`src/rtl/ifu_pc_gen.sv`:
```
// Instruction-fetch PC generator: owns the PC, fetches one word at a time, hands it to decode, forms the next PC on commit.
// Latency: 4 cycles per instruction minimum (REQ, WAIT, HOLD, EXEC) with zero-wait memory and immediate decode/commit.
// Backpressure: request held until if_req_ready; response waits on if_rsp_valid; instruction held until inst_ready; next fetch waits on commit.
module ifu_pc_gen #(
    parameter int              XLEN     = 64,
    parameter logic [XLEN-1:0] RESET_PC = 64'h8000_0000
) (
    input  logic            clk,
    input  logic            rst,
    input  logic            commit_valid,
    input  logic            pc_src1,
    input  logic            pc_src2,
    input  logic [XLEN-1:0] x_rs1,
    input  logic [XLEN-1:0] imm,
    input  logic            trap_valid,
    input  logic [XLEN-1:0] trap_pc,
    output logic            if_req_valid,
    input  logic            if_req_ready,
    output logic [XLEN-1:0] if_req_addr,
    input  logic            if_rsp_valid,
    output logic            if_rsp_ready,
    input  logic [31:0]     if_rsp_data,
    input  logic            if_rsp_err,
    output logic            inst_valid,
    input  logic            inst_ready,
    output logic [31:0]     inst,
    output logic [XLEN-1:0] inst_pc,
    output logic            fetch_fault
);

    typedef enum logic [1:0] {
        S_REQ  = 2'd0,
        S_WAIT = 2'd1,
        S_HOLD = 2'd2,
        S_EXEC = 2'd3
    } state_t;

    state_t          state;
    logic [XLEN-1:0] pc;
    logic [XLEN-1:0] base;
    logic [XLEN-1:0] off;
    logic [XLEN-1:0] sum;
    logic [XLEN-1:0] npc;
    logic            npc_misaligned;

    // Next-PC arithmetic: base + offset (silent wrap), JALR clears bit 0, trap target overrides everything.
    always_comb begin
        base = pc_src1 ? x_rs1 : pc;
        off  = pc_src2 ? imm : XLEN'(4);
        sum  = base + off;
        if (pc_src1) begin
            sum[0] = 1'b0;
        end
        npc            = trap_valid ? trap_pc : sum;
        npc_misaligned = |npc[1:0];
    end

    // Handshake strobes decode straight from state; gated by rst so nothing is offered during the reset cycle.
    always_comb begin
        if_req_valid = (state == S_REQ)  && !rst;
        if_rsp_ready = (state == S_WAIT) && !rst;
        if_req_addr  = pc;
    end

    // Fetch FSM with registered decode-side outputs; a misaligned target skips memory and presents a faulting slot.
    always_ff @(posedge clk) begin
        if (rst) begin
            state       <= S_REQ;
            pc          <= RESET_PC;
            inst_valid  <= 1'b0;
            inst        <= 32'd0;
            inst_pc     <= '0;
            fetch_fault <= 1'b0;
        end else begin
            case (state)
                S_REQ: begin
                    if (if_req_ready) begin
                        state <= S_WAIT;
                    end
                end
                S_WAIT: begin
                    if (if_rsp_valid) begin
                        inst        <= if_rsp_data;
                        inst_pc     <= pc;
                        fetch_fault <= if_rsp_err;
                        inst_valid  <= 1'b1;
                        state       <= S_HOLD;
                    end
                end
                S_HOLD: begin
                    if (inst_ready) begin
                        inst_valid <= 1'b0;
                        state      <= S_EXEC;
                    end
                end
                S_EXEC: begin
                    if (commit_valid) begin
                        pc <= npc;
                        if (npc_misaligned) begin
                            inst        <= 32'd0;
                            inst_pc     <= npc;
                            fetch_fault <= 1'b1;
                            inst_valid  <= 1'b1;
                            state       <= S_HOLD;
                        end else begin
                            state <= S_REQ;
                        end
                    end
                end
                default: begin
                    state <= S_REQ;
                end
            endcase
        end
    end

endmodule

```
`config.mk`:
```
export PLATFORM = sky130hd
export DESIGN_NAME = ifu_pc_gen
export DESIGN_NICKNAME = d
export VERILOG_FILES = /design/src/rtl/ifu_pc_gen.sv
export SDC_FILE = /design/constraint.sdc
export NUM_CORES = 1
export LEC_CHECK = 0
export BUFFER_PORTS_ARGS = -buffer_cell sky130_fd_sc_hd__buf_4
export CORE_MARGIN = 2
export CORE_UTILIZATION = 40
export CTS_BUF_LIST = sky130_fd_sc_hd__clkbuf_2 sky130_fd_sc_hd__clkbuf_4 sky130_fd_sc_hd__clkbuf_8
export CTS_CLUSTER_DIAMETER = 80
export DETAILED_ROUTE_END_ITERATION = 12
export PLACE_DENSITY = 0.71
export SYNTH_ARGS = -nofsm -noshare
export SYNTH_HDL_FRONTEND = slang
export SYNTH_SLANG_ARGS = --single-unit
export TNS_END_PERCENT = 20
```
`constraint.sdc`:
```
create_clock -name clk -period 5.1 [get_ports clk]
set_input_delay 1.02 -clock clk [delete_from_list [all_inputs] [get_ports clk]]
set_output_delay 1.02 -clock clk [all_outputs]
set_load 0.005 [all_outputs]
```
==> key figures <==
Run
  • Number of max-cap violations: 0

CTS
  • Worst-Skew Late Latency: 0.49 ns
  • TritonCTS clock tree: built
  • Gates resized, CTS repair: 0
  • Number of setup buffers added after CTS: 0
  • Number of buffers on the longest clock path: 2
  • Clock root buffer: sky130_fd_sc_hd__clkbuf_8
  • # H-tree levels: 4
  • CTS Sinks: 164
  • Num CTS Buffers: 17
  • Clk pin slew, worst setup/hold paths: 0.09 ns
  • Count of hold-fix buffers inserted at cts: 0

Global route
  • Overall track demand over capacity in global routing: 29.7%
  • Overflow left after global routing: 0
  • First-pass GRT wire length: 72600 um
  • Antenna violations before repair: 1
  • Maximum number of pins on one net before global-route repair: 79
  • Number of global-route vias before repair: 12848

Placed design
  • Number of placed instances with taps included: 2299
  • Estimated wirelength of the detail-placed design: 37700 um
  • RePlAce Congestion: 0.975
  • Number of buffer cells added on primary ports: 397

Synthesis
  • Synthesis warning total: 0
  • Cell area after synthesis: 0.0122 mm2
  • Seq/Total Area, Yosys: 26.8%
  • Cell type contributing the most total cell area after synthesis: sky130_fd_sc_hd__dfxtp_1
  • Share of the synthesized area in the top cell type: 26.8%
  • Count of flip-flops with a built-in enable after synthesis: 0
  • Main area contributors after synthesis: sky130_fd_sc_hd__dfxtp_1, sky130_fd_sc_hd__a21oi_1, sky130_fd_sc_hd__ha_1
  • Synth async-reset ratio: 0%
  • Post-synthesis net count: 1911
  • Primary FF master, synth: sky130_fd_sc_hd__dfxtp_1
  • Most common library cells after synthesis: sky130_fd_sc_hd__a21oi_1, sky130_fd_sc_hd__nor2_1, sky130_fd_sc_hd__dfxtp_1
  • Cell count after synthesis: 1608
  • Avg Cell Area, Syn: 7.60 um2
  • Number of distinct library cells after synthesis: 77
  • Cell with the most instances after synthesis: sky130_fd_sc_hd__a21oi_1
  • Yosys reg bits: 164

STA
  • Total Neg Setup Slack: 0 ns
  • Hold Worst Slack: 0.461 ns
  • Final hold violation count: 0
  • Slew of the pin with the lowest slew margin: 0.914 ns
  • Final count of negative-setup-slack endpoints: 0
  • Crit path time final: 4.39 ns
  • Final max-slew violation count: 0
  • Crit share post-route: 86.1%
  • Setup skew after layout: 0.0232 ns
  • Highest attainable clock frequency: 228 MHz
  • Worst rel slew slack: 39.0%
  • Unrepaired setup endpoints after global routing: no

Min path
  • HP Class: flip-flop to flip-flop
  • Hold Path Depth: 2

Power and ir drop
  • Max IR drop VDD: 0.000173 V
  • Power Total: 4.72 mW
  • Leakage power summed over all cells: 6.98 nW
  • Power density normalized to cell area: 299 mW/mm2

Routing
  • Routed wire per std cell: 21.3 um
  • Wire length after detailed routing: 49600 um
  • Count of unresolved DRC violations after routing: 0
  • Number of antenna-violating nets in the routed design: 0
  • Initial DRC count: 1215
  • Length of the first detailed-routing pass in iterations: 5
  • Vias: 13611
  • Mean number of vias per cell: 5.84

Cells and area
  • Layout cell share with drive strength beyond 1: 27.9%
  • Area growth from synthesis to layout: 29.1%
  • Filler cell count: 2979
  • Number of nets in the finished design: 2225
  • Non-filler instance count after layout: 2331

Die
  • Chip Width: 179 um
  • Area of the core: 0.0303 mm2
  • Starting utilization of the core area: 40.3%
  • Rows: 64
  • Vertical die dimension: 179 um
  • Die footprint: 0.0320 mm2
  • Number of ports placed on the die boundary: 398

Critical path
  • Worst EP arrival: 4.77 ns
  • Req. time, crit path: 5.48 ns
  • Largest driver fanout on the critical path: 39
  • Kind of end point of the critical path: flip-flop
  • Type of origin of the critical path: primary input
  • Reg2Reg Depth: 14
  • Critical path type: primary input to flip-flop

Run status
  • Result of the run: finished clean
==> critical path, cell delays in order <==
cell and delay (ns):
sky130_fd_sc_hd__buf_4 0.17, sky130_fd_sc_hd__buf_12 0.23, sky130_fd_sc_hd__mux2_2 0.38, sky130_fd_sc_hd__ha_1 0.46, sky130_fd_sc_hd__nand2_1 0.17, sky130_fd_sc_hd__o21ai_0 0.40, sky130_fd_sc_hd__a211oi_1 0.15, sky130_fd_sc_hd__o41ai_1 0.41
sky130_fd_sc_hd__a22o_2 0.29, sky130_fd_sc_hd__a41oi_4 0.24, sky130_fd_sc_hd__nor3_1 0.28, sky130_fd_sc_hd__or3_1 0.14, sky130_fd_sc_hd__nand3_1 0.09, sky130_fd_sc_hd__a311oi_1 0.29
==> metal layers <==
| layer | vias to the layer above | GRT usage, % | routed length (um) |
|---|---|---|---|
| li1 | 6435 | - | - |
| met1 | 6409 | 39.6 | 21400 |
| met2 | 659 | 47.6 | 22400 |
| met3 | 108 | 4.28 | 4010 |
| met4 | 0 | 13.0 | 1750 |
| met5 | - | 0 | 0 |
==> power breakdown <==
| group | internal, mW | switching [mW] | total (mW) |
|---|---|---|---|
| clock network | 0.473 | 0.548 | 1.02 |
| registers | 1.46 | 0.137 | 1.59 |
| logic | 0.866 | 1.24 | 2.10 |
| total | 2.80 | 1.92 | 4.72 |
==> layout make-up <==
| class | instances | area [um2] | share of cell area (%) |
|---|---|---|---|
| Timing Repair Buffer | 418 | 3160 | 20.0 |
| Clock buffer | 21 | 277 | 1.75 |
| Tap cell | 396 | 495 | 3.14 |
| Multi-Input combinational cell | 1298 | 8350 | 52.9 |
| Clock inverter | 10 | 124 | 0.785 |
| Antenna cell | 1 | 2.50 | 0.0159 |
| Inverter | 23 | 86.3 | 0.547 |
| Sequential cell | 164 | 3280 | 20.8 |
==> cells by family (layout without fill, tap and decap cells) <==
logic type / Yosys count / in the layout / share of synthesized area [%]
flops: 164 / 164 / 26.8
buf+inv: 146 / 472 / 5.16
fa+ha+maj: 69 / 69 / 7.12
simple gates: 555 / 555 / 21.7
xor+xnor: 53 / 53 / 3.80
mux: 97 / 97 / 8.58
compound gates: 524 / 524 / 26.8
other cells: 0 / 1 / 0
==> flip-flops by register name, summed over array words and instances (netlist names) <==
| name | flops |
|---|---|
| fetch_fault | 1 |
| inst_valid | 1 |
| inst | 32 |
| state | 2 |
| inst_pc | 64 |
| if_req_addr | 64 |
==> path summary, 6_finish.rpt <==
kind	startpoint	end	slack, ns
max	pc_src1	inst_pc[57]$_SDFFE_PP0P_	0.71
min	inst_pc[34]$_SDFFE_PP0P_	inst_pc[34]$_SDFFE_PP0P_	0.46
max reg2reg	if_req_addr[0]$_SDFFE_PP0P_	inst_pc[60]$_SDFFE_PP0P_	1.31
min reg2reg	inst_pc[34]$_SDFFE_PP0P_	inst_pc[34]$_SDFFE_PP0P_	0.46
==> through the flow <==
step,setup slack (ns),cell area [um2],util [%]
floorplan,0.550,12200,-
global placement,0.395,15400,50.7
detailed placement,0.318,15400,50.7
CTS,0.784,15800,52.0
global route,0.391,15800,52.0
finish,0.710,15800,52.0
==> cell usage in the layout (no fill, tap or decap), types with 7 or more instances in the layout <==
| cell | n |
|---|---|
| sky130_fd_sc_hd__nor3_1 | 18 |
| sky130_fd_sc_hd__nor2b_1 | 8 |
| sky130_fd_sc_hd__nand3_1 | 27 |
| sky130_fd_sc_hd__or3_1 | 12 |
| sky130_fd_sc_hd__clkbuf_8 | 19 |
| sky130_fd_sc_hd__nor2_1 | 185 |
| sky130_fd_sc_hd__xnor2_1 | 36 |
| sky130_fd_sc_hd__o21bai_1 | 17 |
| sky130_fd_sc_hd__nand2_1 | 139 |
| sky130_fd_sc_hd__nand4_1 | 22 |
| sky130_fd_sc_hd__a211oi_1 | 57 |
| sky130_fd_sc_hd__o21ai_0 | 102 |
| sky130_fd_sc_hd__ha_1 | 67 |
| sky130_fd_sc_hd__o211ai_1 | 21 |
| sky130_fd_sc_hd__buf_4 | 416 |
| sky130_fd_sc_hd__mux2_2 | 63 |
| sky130_fd_sc_hd__mux2i_1 | 34 |
| sky130_fd_sc_hd__nor4b_1 | 12 |
| sky130_fd_sc_hd__a21oi_1 | 202 |
| sky130_fd_sc_hd__a31oi_1 | 28 |
| sky130_fd_sc_hd__xor2_1 | 17 |
| sky130_fd_sc_hd__and3_1 | 40 |
| sky130_fd_sc_hd__o21a_1 | 7 |
| sky130_fd_sc_hd__inv_1 | 22 |
| sky130_fd_sc_hd__nand2b_1 | 8 |
| sky130_fd_sc_hd__a21o_1 | 26 |
| sky130_fd_sc_hd__and2_1 | 70 |
| sky130_fd_sc_hd__dfxtp_1 | 164 |
Note: power is estimated with default switching activity, not from simulation.
